## config.mk

```make
export PLATFORM = sky130hd
export DESIGN_NAME = ex_pipeline_slice
export DESIGN_NICKNAME = d
export VERILOG_FILES = /design/src/rtl/ex_pipeline_slice.sv
export SDC_FILE = /design/constraint.sdc
export NUM_CORES = 1
export LEC_CHECK = 0
export ABC_AREA = 1
export ABC_CLOCK_PERIOD_IN_PS = 5100
export CORE_MARGIN = 2
export CORE_UTILIZATION = 46
export CTS_BUF_LIST = sky130_fd_sc_hd__clkbuf_4
export DETAILED_ROUTE_END_ITERATION = 16
export MAX_ROUTING_LAYER = met4
export PLACE_DENSITY = 0.77
export SLEW_MARGIN = 5
export SYNTH_ARGS = -nofsm -noshare
export SYNTH_HDL_FRONTEND = slang
export SYNTH_SLANG_ARGS = --single-unit
```

## constraint.sdc

```tcl
create_clock -name clk -period 5.1 [get_ports clk]
set_input_delay 0.765 -clock clk [delete_from_list [all_inputs] [get_ports clk]]
set_output_delay 0.765 -clock clk [all_outputs]
set_load 0.02 [all_outputs]
```

## src/rtl/ex_pipeline_slice.sv

```systemverilog
// Execute slice of the RV32I pipeline: ID/EX register, forwarding,
// operand select and ALU, EX/MEM register.
module ex_pipeline_slice (
    input  logic        clk,
    input  logic        rst,
    input  logic [3:0]  stall_i,
    input  logic [31:0] pc_i,
    input  logic [4:0]  r1_i,
    input  logic [4:0]  r2_i,
    input  logic [4:0]  rd_i,
    input  logic [31:0] d1_i,
    input  logic [31:0] d2_i,
    input  logic [31:0] imm_i,
    input  logic [2:0]  ex_f3_i,
    input  logic        ex_f7_i,
    input  logic        ex_imm_sel_i,
    input  logic        ex_pc_sel_i,
    input  logic        mem_re_i,
    input  logic        mem_wr_i,
    input  logic [2:0]  mem_f3_i,
    input  logic        wb_reg_wr_i,
    input  logic        wb_mem_sel_i,
    input  logic [4:0]  memwb_rd_i,
    input  logic [31:0] memwb_wdata_i,
    input  logic        memwb_wb_reg_wr_i,
    output logic [4:0]  exmem_rd,
    output logic [31:0] exmem_alu,
    output logic [31:0] exmem_wdata,
    output logic        exmem_mem_re,
    output logic        exmem_mem_wr,
    output logic [2:0]  exmem_mem_f3,
    output logic        exmem_wb_reg_wr,
    output logic        exmem_wb_mem_sel
);

    typedef struct packed {
        logic [31:0] pc;
        logic [4:0]  r1;
        logic [4:0]  r2;
        logic [4:0]  rd;
        logic [31:0] d1;
        logic [31:0] d2;
        logic [31:0] imm;
        logic [2:0]  f3;
        logic        f7;
        logic        imm_sel;
        logic        pc_sel;
        logic        mem_re;
        logic        mem_wr;
        logic [2:0]  mem_f3;
        logic        wb_reg_wr;
        logic        wb_mem_sel;
    } id_ex_t;

    typedef struct packed {
        logic [4:0]  rd;
        logic [31:0] alu;
        logic [31:0] wdata;
        logic        mem_re;
        logic        mem_wr;
        logic [2:0]  mem_f3;
        logic        wb_reg_wr;
        logic        wb_mem_sel;
    } ex_mem_t;

    id_ex_t      idex;
    id_ex_t      idex_d;
    ex_mem_t     exmem;
    ex_mem_t     exmem_d;
    logic [31:0] fwd1;
    logic [31:0] fwd2;
    logic [31:0] a;
    logic [31:0] b;
    logic [31:0] alu;
    logic [4:0]  shamt;
    logic        sub;
    logic        unused_stall;

    // Stall bits 0 and 3 belong to other stages.
    assign unused_stall = ^{stall_i[3], stall_i[0]};

    always_comb begin
        idex_d            = '0;
        idex_d.pc         = pc_i;
        idex_d.r1         = r1_i;
        idex_d.r2         = r2_i;
        idex_d.rd         = rd_i;
        idex_d.d1         = d1_i;
        idex_d.d2         = d2_i;
        idex_d.imm        = imm_i;
        idex_d.f3         = ex_f3_i;
        idex_d.f7         = ex_f7_i;
        idex_d.imm_sel    = ex_imm_sel_i;
        idex_d.pc_sel     = ex_pc_sel_i;
        idex_d.mem_re     = mem_re_i;
        idex_d.mem_wr     = mem_wr_i;
        idex_d.mem_f3     = mem_f3_i;
        idex_d.wb_reg_wr  = wb_reg_wr_i;
        idex_d.wb_mem_sel = wb_mem_sel_i;
    end

    always_ff @(posedge clk) begin
        if (rst) begin
            idex <= '0;
        end else if (!stall_i[1]) begin
            idex <= idex_d;
        end
    end

    // The younger result (EX/MEM) wins over MEM/WB; x0 never forwards.
    always_comb begin
        fwd1 = idex.d1;
        if (exmem.wb_reg_wr && exmem.rd != 5'd0 && exmem.rd == idex.r1) begin
            fwd1 = exmem.alu;
        end else if (memwb_wb_reg_wr_i && memwb_rd_i != 5'd0
                     && memwb_rd_i == idex.r1) begin
            fwd1 = memwb_wdata_i;
        end
    end

    always_comb begin
        fwd2 = idex.d2;
        if (exmem.wb_reg_wr && exmem.rd != 5'd0 && exmem.rd == idex.r2) begin
            fwd2 = exmem.alu;
        end else if (memwb_wb_reg_wr_i && memwb_rd_i != 5'd0
                     && memwb_rd_i == idex.r2) begin
            fwd2 = memwb_wdata_i;
        end
    end

    assign a     = idex.pc_sel ? idex.pc : fwd1;
    assign b     = idex.imm_sel ? idex.imm : fwd2;
    assign shamt = b[4:0];
    assign sub   = idex.f7 && !idex.imm_sel;

    always_comb begin
        alu = '0;
        unique case (idex.f3)
            3'b000: alu = sub ? a - b : a + b;
            3'b001: alu = a << shamt;
            3'b010: alu = {31'b0, $signed(a) < $signed(b)};
            3'b011: alu = {31'b0, a < b};
            3'b100: alu = a ^ b;
            3'b101: alu = idex.f7 ? 32'($signed(a) >>> shamt) : a >> shamt;
            3'b110: alu = a | b;
            3'b111: alu = a & b;
        endcase
    end

    always_comb begin
        exmem_d            = '0;
        exmem_d.rd         = idex.rd;
        exmem_d.alu        = alu;
        exmem_d.wdata      = fwd2;
        exmem_d.mem_re     = idex.mem_re;
        exmem_d.mem_wr     = idex.mem_wr;
        exmem_d.mem_f3     = idex.mem_f3;
        exmem_d.wb_reg_wr  = idex.wb_reg_wr;
        exmem_d.wb_mem_sel = idex.wb_mem_sel;
    end

    // A held ID/EX with a free EX/MEM must not issue its instruction twice.
    always_ff @(posedge clk) begin
        if (rst) begin
            exmem <= '0;
        end else if (!stall_i[2]) begin
            exmem <= stall_i[1] ? '0 : exmem_d;
        end
    end

    assign exmem_rd         = exmem.rd;
    assign exmem_alu        = exmem.alu;
    assign exmem_wdata      = exmem.wdata;
    assign exmem_mem_re     = exmem.mem_re;
    assign exmem_mem_wr     = exmem.mem_wr;
    assign exmem_mem_f3     = exmem.mem_f3;
    assign exmem_wb_reg_wr  = exmem.wb_reg_wr;
    assign exmem_wb_mem_sel = exmem.wb_mem_sel;

endmodule

```

==> run metrics <==
status finished, final reports clean; Starting Density 0.463; critical path depth in cells 24; clock latency on the worst-skew pair 0.82 ns; via/cell ratio 5.59; Die H 214 um; RD Place Congestion 1.09; grt ovf 0; Layout Cells excl Fill 4616; syn avg cell area 5.77 um2; router iterations before antenna repair 10; Yosys top cell by area dfxtp_1; fraction of layout cells with a size suffix above 1 0.136; number of nets still failing antenna checks after routing 0; WL final 98.0 mm; area of the core 0.0439 mm2; Post-CTS Hold Fix Bufs 0; Crit path largest cell delay 0.47 ns; FILL cells 4534; min cycle time layout 4.75 ns; worst reg-to-reg path cell count 24; Startpoint Class flip-flop; final-report max-slew violation count 0; hpwl dp 77.9 mm; top-count cell post-synth nand2_1; post-synthesis register bit count 232; worst hold-check path type in -> reg; final clock skew 0.0762 ns; synth unique cells 55; Yosys warnings 0; H-Tree Depth 2; most frequent CP cell nand2_1; Total GRT Usage 0.423; initial DRC count 3705; Nets 4264; post-CTS setup buffers 0; Hold Path Stages 3; Setup-failing EPs final 0; Peak Freq 211 MHz; Inst Count DP 4497; count of clock tree sinks 232; Top delay family on crit path compound AO/OA/AOI/OAI gates; maximum vdd drop 200 uV; top cell type's share of synthesized area 0.228; Boundary Pins 276; Area Growth Syn to Fin 28.7%; max-cap violation count 0; Max-slew headroom 0.178; WP data arrival 5.36 ns; crit path max fanout 33; largest net degree at the start of global routing 146; Final Core Density 0.596; Synth top cells by count 1162 x nand2_1, 375 x inv_1, 331 x nand3_1, 295 x a21oi_1, 244 x nor2_1; Post-synth EDFFs 0; drt wl/cell 21.2 um; cts repair resizes 0; total power 0.00724 W; initial antenna violation count 8; ranking of synthesized cells by area dfxtp_1 23%, nand2_1 21%, nand3_1 8.1%; Worst-path clk slew 0.07 ns; Fin. Hold Viols 0; worst path required time 5.71 ns; Pleak 12.4 nW; Buf/Inv on CP 5; Worst-Margin Slew 1.23 ns; Root Driver clkbuf_4; critical path's slowest cell dfxtp_1; global-route wire length before repair 143 mm; RSZ-0062 raised after global routing false; setup TNS 0 ns; worst-path cell chain xnor2_1, nand3_1, nor2_1, nand2_2, buf_4, buf_4, o21ai_0, nand2_1, o21ai_0, inv_1, ha_1, inv_1, a21oi_1, buf_4, o21a_1, o21ai_0, a31oi_1, nand2_1, nand2_1, nand2_1, nand2_1, nand2_1, nand2_1, a21oi_1; CTS max path bufs 3; fin crit share 0.931; port bufs 273; Mapped Nets 3825; placed standard-cell area 0.0254 mm2; vias 25.8k; Cell Pwr Density 276 mW/mm2; full die area 0.0460 mm2; critical path class reg -> reg; ys async rst share 0; fin area 0.0262 mm2; Rows 77; drc violations 0; die width 214 um; dominant synthesized flop cell dfxtp_1; total CTS buffers 61; Post-Syn Area 0.0204 mm2; Worst Setup End Kind flip-flop; sequential area share after synthesis 0.228; number of global-route vias before repair 23.7k; synthesized instance count 3529; CTS tree built
-- routing by layer --
metal	wire length, um	up-vias	global-route usage
met5	0	-	-
met4	6670	0	0.254
met3	11000	290	0.0925
met2	41800	1545	0.626
met1	38500	11620	0.528
li1	-	12337	-
-- final cells by class --
cell class	count	area, um2	share of cell area
diodes	9	22.5	0.000859
inverters	401	1510	0.0576
well taps	592	741	0.0283
clock inverters	27	171	0.00654
clock buffers	83	623	0.0238
repair buffers	594	5240	0.200
multi-input cells	2678	13300	0.506
flip-flops and latches	232	4640	0.177
-- through the flow --
step | hold slack (ns) | setup slack [ns]
3_5_place_dp | 0.450 | -0.125
3_3_place_gp | 0.446 | -0.104
5_1_grt | 0.436 | 0.122
4_1_cts | 0.407 | 0.488
6_report | 0.443 | 0.352
2_1_floorplan | 0.435 | 0.849
-- state kept, by name, indices dropped and copies added (netlist names) --
signal	cells
exmem_alu	32
exmem_d	12
exmem_mem_f3	3
exmem_mem_re	1
exmem_mem_wr	1
exmem_rd	5
exmem_wb_mem_sel	1
exmem_wb_reg_wr	1
exmem_wdata	32
idex	144
-- placed cells by master, fill, tap and decap left out, types with 40 or more instances in the layout --
master / count
nand2_1: 1160
inv_1: 373
nand3_1: 331
buf_4: 313
a21oi_1: 295
clkdlybuf4s50_1: 270
nor2_1: 242
dfxtp_1: 232
o21ai_0: 125
ha_1: 96
a211oi_1: 84
clkbuf_4: 83
o21ai_1: 66
o211ai_1: 40
-- worst paths after layout --
kind / from / to / slack, ns
max: exmem_rd[0] / exmem_alu[0] / 0.35
min: stall_i[1] / idex[155] / 0.44
max reg2reg: exmem_rd[0] / exmem_alu[0] / 0.35
min reg2reg: exmem_d[75] / exmem_rd[4] / 0.45
-- power breakdown --
part	internal, W	switching (W)	leakage (nW)
combinational	0.00131	0.00220	10.1
sequential	0.00191	0.0000857	1.91
clock	0.000863	0.000860	0.469
-- worst register-to-register path, stage by stage (launching register included) --
cell and delay [ns]:
dfxtp_1 0.47, xnor2_1 0.16, nand3_1 0.09, nor2_1 0.15, nand2_2 0.15, buf_4 0.26
buf_4 0.23, o21ai_0 0.29, nand2_1 0.08, o21ai_0 0.30, inv_1 0.11, ha_1 0.46
inv_1 0.09, a21oi_1 0.23, buf_4 0.16, o21a_1 0.13, o21ai_0 0.10, a31oi_1 0.27
nand2_1 0.25, nand2_1 0.12, nand2_1 0.10, nand2_1 0.08, nand2_1 0.07, nand2_1 0.12
a21oi_1 0.09
-- logic make-up after synthesis --
group	synth area share
AO/OA/AOI/OAI	0.202
XOR/XNOR	0.00602
adder cells (fa/ha/maj)	0.0590
buffers and inverters	0.123
flip-flops	0.228
AND/OR/NAND/NOR	0.381
No activity file was read; power rests on OpenSTA's default activity.
